<file path="src/rtl/risc_pkg.sv">
// Shared RISC-Y definitions: datapath widths, instruction field positions,
// the fetch FSM state encoding and the opcode set decoded by Controller.
package risc_pkg;

    localparam int unsigned ADDR_W  = 7;
    localparam int unsigned OPC_W   = 4;
    localparam int unsigned INSTR_W = 12;

    // Instruction word: [11:8] opcode, [7] indirect bit, [6:0] address
    localparam int unsigned OPC_MSB  = INSTR_W - 1;
    localparam int unsigned OPC_LSB  = ADDR_W + 1;
    localparam int unsigned IBIT_POS = ADDR_W;
    localparam int unsigned ADDR_MSB = ADDR_W - 1;

    typedef enum logic [1:0] {
        IDLE  = 2'd0,
        FETCH = 2'd1,
        INDIR = 2'd2
    } fetch_state_t;

    typedef enum logic [OPC_W-1:0] {
        OP_NOP = 4'h0,
        OP_ADD = 4'h1,
        OP_SUB = 4'h2,
        OP_AND = 4'h3,
        OP_OR  = 4'h4,
        OP_XOR = 4'h5,
        OP_LDA = 4'h6,
        OP_STA = 4'h7,
        OP_JMP = 4'h8,
        OP_JZ  = 4'h9,
        OP_HLT = 4'hF
    } opcode_t;

endpackage

</file>
<file path="src/rtl/program_counter.sv">
// Program counter: branch load beats increment, increment wraps at 2^ADDR_W,
// and the whole register holds while frozen.
module program_counter #(
    parameter int unsigned ADDR_W = 7
) (
    input  logic              clk_i,
    input  logic              rst_ni,
    input  logic              freeze_i,
    input  logic              inc_i,
    input  logic              load_i,
    input  logic [ADDR_W-1:0] load_addr_i,
    output logic [ADDR_W-1:0] pc_o
);

    logic [ADDR_W-1:0] pc_q, pc_d;

    always_comb begin
        pc_d = pc_q;
        if (!freeze_i) begin
            if (load_i) begin
                pc_d = load_addr_i;
            end else if (inc_i) begin
                pc_d = pc_q + ADDR_W'(1);
            end
        end
    end

    always_ff @(posedge clk_i or negedge rst_ni) begin
        if (!rst_ni) begin
            pc_q <= '0;
        end else begin
            pc_q <= pc_d;
        end
    end

    assign pc_o = pc_q;

endmodule

</file>
<file path="src/rtl/fetch_unit.sv">
// Instruction fetch front end: owns PC and IR, runs the memory read handshake
// including one indirect address read when the I bit is set.
module fetch_unit #(
    parameter int unsigned ADDR_W  = risc_pkg::ADDR_W,
    parameter int unsigned OPC_W   = risc_pkg::OPC_W,
    parameter int unsigned INSTR_W = risc_pkg::INSTR_W
) (
    input  logic               CLK,
    input  logic               RST,
    input  logic               Ena,
    input  logic               IR_EN,
    input  logic               PC_EN,
    input  logic               PC_LOAD,
    input  logic               MEM_ACK,
    input  logic [INSTR_W-1:0] MEM_DATA,
    output logic               MEM_REQ,
    output logic [ADDR_W-1:0]  MEM_ADDR,
    output logic [OPC_W-1:0]   OPCODE,
    output logic               I_Flag,
    output logic [ADDR_W-1:0]  InstADDR,
    output logic [ADDR_W-1:0]  PC_ADDR,
    output logic               FETCH_BUSY,
    output logic               IR_VALID
);

    import risc_pkg::*;

    fetch_state_t      state_q, state_d;
    logic [OPC_W-1:0]  opc_q, opc_d;
    logic              ibit_q, ibit_d;
    logic [ADDR_W-1:0] addr_q, addr_d;
    logic [ADDR_W-1:0] mem_addr_q, mem_addr_d;
    logic              mem_req_q, mem_req_d;
    logic              ir_valid_q, ir_valid_d;
    logic [ADDR_W-1:0] pc;
    logic              ack;

    // An ack only counts against an outstanding request
    assign ack = MEM_ACK & mem_req_q;

    program_counter #(.ADDR_W(ADDR_W)) u_pc (
        .clk_i      (CLK),
        .rst_ni     (RST),
        .freeze_i   (Ena),
        .inc_i      (PC_EN),
        .load_i     (PC_LOAD),
        .load_addr_i(addr_q),
        .pc_o       (pc)
    );

    always_comb begin
        state_d    = state_q;
        opc_d      = opc_q;
        ibit_d     = ibit_q;
        addr_d     = addr_q;
        mem_addr_d = mem_addr_q;
        mem_req_d  = mem_req_q;
        ir_valid_d = 1'b0;
        if (!Ena) begin
            unique case (state_q)
                IDLE: begin
                    if (IR_EN) begin
                        state_d    = FETCH;
                        mem_addr_d = pc;
                        mem_req_d  = 1'b1;
                    end
                end
                FETCH: begin
                    if (ack) begin
                        opc_d  = MEM_DATA[OPC_MSB:OPC_LSB];
                        ibit_d = MEM_DATA[IBIT_POS];
                        addr_d = MEM_DATA[ADDR_MSB:0];
                        if (MEM_DATA[IBIT_POS]) begin
                            state_d    = INDIR;
                            mem_addr_d = MEM_DATA[ADDR_MSB:0];
                        end else begin
                            state_d    = IDLE;
                            mem_req_d  = 1'b0;
                            ir_valid_d = 1'b1;
                        end
                    end
                end
                INDIR: begin
                    if (ack) begin
                        addr_d     = MEM_DATA[ADDR_MSB:0];
                        state_d    = IDLE;
                        mem_req_d  = 1'b0;
                        ir_valid_d = 1'b1;
                    end
                end
                default: begin
                    state_d   = IDLE;
                    mem_req_d = 1'b0;
                end
            endcase
        end
    end

    always_ff @(posedge CLK or negedge RST) begin
        if (!RST) begin
            state_q    <= IDLE;
            opc_q      <= '0;
            ibit_q     <= 1'b0;
            addr_q     <= '0;
            mem_addr_q <= '0;
            mem_req_q  <= 1'b0;
            ir_valid_q <= 1'b0;
        end else begin
            state_q    <= state_d;
            opc_q      <= opc_d;
            ibit_q     <= ibit_d;
            addr_q     <= addr_d;
            mem_addr_q <= mem_addr_d;
            mem_req_q  <= mem_req_d;
            ir_valid_q <= ir_valid_d;
        end
    end

    assign MEM_REQ    = mem_req_q;
    assign MEM_ADDR   = mem_addr_q;
    assign OPCODE     = opc_q;
    assign I_Flag     = ibit_q;
    assign InstADDR   = addr_q;
    assign PC_ADDR    = pc;
    assign FETCH_BUSY = (state_q != IDLE);
    assign IR_VALID   = ir_valid_q;

endmodule

</file>
<file path="config.mk">
export PLATFORM = sky130hd
export DESIGN_NAME = fetch_unit
export DESIGN_NICKNAME = d
export VERILOG_FILES = /design/src/rtl/risc_pkg.sv /design/src/rtl/program_counter.sv /design/src/rtl/fetch_unit.sv
export SDC_FILE = /design/constraint.sdc
export NUM_CORES = 1
export LEC_CHECK = 0
export BUFFER_PORTS_ARGS = -buffer_cell sky130_fd_sc_hd__buf_2
export CAP_MARGIN = 25
export CORE_MARGIN = 2
export CORE_UTILIZATION = 45
export CTS_CLUSTER_DIAMETER = 150
export DETAILED_ROUTE_END_ITERATION = 12
export PLACE_DENSITY = 0.74
export SYNTH_ARGS = -nofsm -noshare
export SYNTH_HDL_FRONTEND = slang
export SYNTH_HIERARCHICAL = 1
export SYNTH_SLANG_ARGS = --single-unit
</file>
<file path="constraint.sdc">
create_clock -name CLK -period 1.8 [get_ports CLK]
set_clock_uncertainty 0.1 [all_clocks]
set_input_delay 0.27 -clock CLK [delete_from_list [all_inputs] [get_ports CLK]]
set_output_delay 0.27 -clock CLK [all_outputs]
set_load 0.005 [all_outputs]
</file>
* Word level (Yosys, flattened, before mapping) *
Index checks and enable logic that the tools add are counted.

word-level totals
  logic and storage cells = 50
  bits in registers = 30
  bits of input ports = 19
  output and inout bits = 29

operators by class
  multiplexer cells = 21
  bitwise gates (word level) = 2
  reductions and logical operators = 11
  $add $sub $neg = 1
  eq/ne operators = 7

operators with widths
  operator               count
  $mux W7                5
  $pmux W7 S2            1
  $ne A2 B2 Y1 const B   5
  $reduce_and A5 Y1      2
  $mux W1                8
  $mux W2                4
  $add A7 B1 Y7 const B  1
  $pmux W2 S3            1
  $reduce_and A3 Y1      2
  $reduce_bool A2 Y1     3
  $reduce_and A4 Y1      1
  $pmux W1 S3            1
  $eq A2 B1 Y1 const B   1
  $eq A2 B2 Y1 const B   1
  $logic_not A2 Y1       1
  $pmux W1 S2            1
  $reduce_and A2 Y1      1
  $reduce_or A2 Y1       1
  $and A1 B1 Y1          1
  $not A1 Y1             1

* Longest topological paths before layout *
  depth in word-level cells = 4
  mapped depth = 6
  mapped depth without buffers = 5

* By module *
The synthesis kept the hierarchy.

by module, submodules not included
  module           instances  cells an instance  area each (um2)  sequential area each (um2)
  fetch_unit       1          78                 1104.8           575.6
  program_counter  1          53                 434.2            175.2

* Worst setup path after synthesis *
Ideal clock, no wire load.

  path kind = flip-flop to flip-flop
  start = register state_q[1]
  end = register mem_addr_q[0], in the netlist MEM_ADDR[0]
  arrival = 1.585 ns
  required time = 1.575 ns
  stages on the path, launching flop included = 6
  setup time = 0.125 ns
  period minus slack after synthesis = 1.810 ns
  buffers on the path = 0
  slack = -0.010 ns
  cell sequence = dfrtp_1 -> inv_1 -> ha_1 -> a21boi_4 -> nor4_4 -> mux2_2

between the ends
  word-level cells in the longest chain between the ends = 3
  elaborated cells on any way between the ends = 8
  classes of those cells = 4 x eq/ne; 1 x mux; 3 x reduce/logical

ends and longest elaborated chain
  item                                                                 line               source
  from (decl)                                                          fetch_unit.sv:28   fetch_state_t state_q, state_d;
  from (signal assigned)                                               fetch_unit.sv:109  state_q <= state_d;
  $eq A2 B1 Y1 / $logic_not A2 Y1 (equally long branches)              fetch_unit.sv:60   unique case (state_q)
  $ne A2 B2 Y1 (no line) / $reduce_bool A2 Y1 (equally long branches)  -
  $reduce_and A5 Y1 (no line)                                          -
  to (signal assigned)                                                 fetch_unit.sv:113  mem_addr_q <= mem_addr_d;
  to (decl)                                                            fetch_unit.sv:32   logic [ADDR_W-1:0] mem_addr_q, mem_addr_d;

Several ways; a longest one is shown, not always the timed one.
A chain may end at the register's enable or synchronous reset.

* Final worst setup path *
  start = register state_q[0]
  end = register mem_addr_q[6], in the netlist MEM_ADDR[6]

Same word-level chain as after synthesis.

==> impl_results.md <==
- Clock latency on the worst-skew pair: 0.32 ns
- Largest fanout on the critical path: 7
- Synthesized netlist cell count: 131
- Vias: 1290
- Maximum resistive drop on vdd: 0.750 mV
- YS warnings: 6
- Clock sink count: 30
- Overall die width: 62.5 um
- Via count of the first global-routing pass: 1294
- Slowest cell on crit path: sky130_fd_sc_hd__dfrtp_2
- M3 GR Usage: 0.0486
- Share of cells above drive strength 1: 0.558
- Chain of cells forming the critical path: inv_2 -> ha_4 -> nor2b_4 -> nor4_4 -> buf_6 -> mux2_4
- Number of max-slew violations in the final report: 0
- Area of the die: 3900 um^2
- Post-DP HPWL: 2.56 mm
- Initial antenna violation count: 0
- Instance area after placement: 1870 um^2
- Avg Vias per Cell: 5.27
- Achievable Freq: 0.561 GHz
- Vertical die dimension: 62.5 um
- Area inside the core boundary: 3310 um^2
- Flop2flop setup slack: 0.02 ns
- Critical path class: reg -> reg
- First-pass GRT wire length: 6.31 mm
- Reg clk slew, reported paths: 0.09 ns
- Post-synthesis cell type count: 29
- Area growth from synthesis to layout: 37.6%
- RSZ-0062 raised after global routing: true
- PnR Total Power: 3640 uW
- Routed length per instance: 15.4 um
- Share of the clock period used by the worst path: 0.991
- H-tree levels: 2
- Power per standard cell area: 1720 nW/um^2
- Crit path capture type: register
- CP required: 1.91 ns
- Data arrival time at the worst-slack endpoint: 1.90 ns
- Share of synthesized flip-flops with an asynchronous set or reset: 1.00
- Reported max-cap violation count: 0
- 1st-pass router iterations: 4
- Finished Layout Cells: 245
- Startpoint class of the critical path: register
- Antenna Nets Post-Route: 0
- Final Hold Fails: 0
- Total setup violations reported at the end of the flow: 0
- Min Clock Period, post-route: 1.78 ns
- Tightest Hold Check Type: in -> reg
- Placed cell count: 228
- Post-route DRC: 0
- Worst slew margin relative to its limit: 0.550
- Post-synthesis cell area: 1540 um^2
- Root buffer selected by CTS: sky130_fd_sc_hd__clkbuf_4
- Top flip-flop cell by instance count after synthesis: sky130_fd_sc_hd__dfrtp_1
- Input/output buffers: 47
- Transition at the pin with the smallest max-transition slack: 0.675 ns
- Clock tree from TritonCTS: yes
- Boundary Pins: 48
- Routing usage on met2: 0.340
- Synthesized area divided by synthesized cell count: 11.7 um^2
- Number of core rows: 21
- Global route overflow: 0
- Net count after synthesis: 155
- Final wirelength: 3.77 mm
- Outcome: completed
- Worst stage delay on the critical path: 0.42 ns
- Post-route design area: 2120 um^2
- Number of diodes: 0
- Number of enable-type register cells in the synthesized netlist: 0
- M1 GR Usage: 0.260
- Global Route Usage Sum: 0.207
- Number of DRC violations after detailed-routing iteration 0: 63
- Proportion of synthesized chip area in sequential cells: 0.488
- Final weighted congestion in routability-driven placement: 0.878
- Maximum buffer depth of the clock tree: 2
- Largest net degree at the start of global routing: 31
- Initial core utilization: 0.465
- Clock buffer count from CTS: 5
- Synthesized flop and latch total: 30
- GR peak layer: met2
- Net count of the finished layout: 222
- Leakage component of the power: 0.00102 uW
[registers in the layout, indices dropped and copies added, names as in the netlist]
register and flops:
u_pc/pc_o 7, I_Flag 1, MEM_ADDR 7, state_q 2, InstADDR 7, MEM_REQ 1
OPCODE 4, IR_VALID 1
[critical path, delay by kind of cell, from the launching register on]
family	cells	cell delay (ns)
simple gates	2	0.41
mux	1	0.31
buf+inv	2	0.27
fa+ha+maj	1	0.16
flops	1	0.42
[synth_stat cells (4+ instances only)]
cell type,number,area share
sky130_fd_sc_hd__o21ai_0,5,0.016
sky130_fd_sc_hd__dfrtp_1,30,0.49
sky130_fd_sc_hd__mux2_2,28,0.20
sky130_fd_sc_hd__nand2_1,7,0.017
sky130_fd_sc_hd__inv_1,8,0.020
sky130_fd_sc_hd__a21oi_1,5,0.016
sky130_fd_sc_hd__a22oi_1,7,0.034
sky130_fd_sc_hd__nor2_1,5,0.012
sky130_fd_sc_hd__ha_1,5,0.041
sky130_fd_sc_hd__nand4_1,4,0.016
[metal layers]
layer  wire, um  up-vias
li1           -      615
met1       1610      620
met2       1890       44
met3        183       11
met4         84        0
met5          0        -
[placed cells by master (no fill, tap or decap), drive strengths merged, types with 3 or more instances in the layout]
| cell type | n |
|---|---|
| dfrtp | 30 |
| nand2 | 7 |
| inv | 8 |
| ha | 5 |
| clkbuf | 7 |
| nor2 | 6 |
| a22oi | 7 |
| nor4 | 3 |
| nand4 | 4 |
| o21ai | 6 |
| mux2 | 28 |
| buf | 63 |
| a21oi | 5 |
[cell type report]
| class | instances | area, um^2 |
|---|---|---|
| Fill cell | 277 | 1190 |
| Multi-Input combinational cell | 89 | 838 |
| Sequential cell | 30 | 752 |
| Timing Repair Buffer | 64 | 379 |
| Tap cell | 46 | 57.6 |
| Clock buffer | 7 | 55.1 |
| Inverter | 8 | 30.0 |
| Clock inverter | 1 | 5.00 |
[power breakdown]
part | internal (uW) | total, uW | switching, uW | leakage, uW
logic | 1160 | 1970 | 804 | 0.000627
registers | 997 | 1260 | 260 | 0.000362
clock network | 189 | 414 | 225 | 0.0000353
[timing repair]
item,CTS,global route
hold endpoints to repair,30,0
hold buffers,1,0
pin swaps,2,4
gates cloned,0,0
setup endpoints to repair,9,15
buffers inserted,3,5
gates resized for setup,13,13
[path summary, 6_finish.rpt]
path | from | end | cells after the start
max in group asynchronous | RST | state_q[0] | 2
setup reg to reg | state_q[0] | MEM_ADDR[6] | 6
hold / removal | MEM_DATA[11] | OPCODE[3] | 2
hold reg to reg | OPCODE[2] | OPCODE[2] | 1
setup / recovery | state_q[0] | MEM_ADDR[6] | 6
min in group asynchronous | RST | InstADDR[4] | 2
[cell families after synthesis]
kind of cell | count (synthesis) | share of synthesized area
buffers and inverters | 12 | 0.0309
adders and majority gates | 5 | 0.0407
and+or+nand+nor | 31 | 0.117
muxes | 30 | 0.218
DFF | 30 | 0.488
AOI/OAI and AO/OA | 23 | 0.106
[metrics by stage]
stage | utilization | hold WS [ns] | setup WS, ns | setup TNS, ns
finish | 0.639 | 0.0733 | 0.0170 | 0
global route | 0.639 | 0.0679 | -0.0666 | -0.393
CTS | 0.612 | 0.0604 | -0.00492 | -0.00668
detailed placement | 0.566 | 0.246 | -0.131 | -0.975
global placement | 0.566 | 0.240 | -0.0138 | -0.106
floorplan | - | -0.126 | -0.00991 | -0.0694
Power figures use the tool's default switching activity.
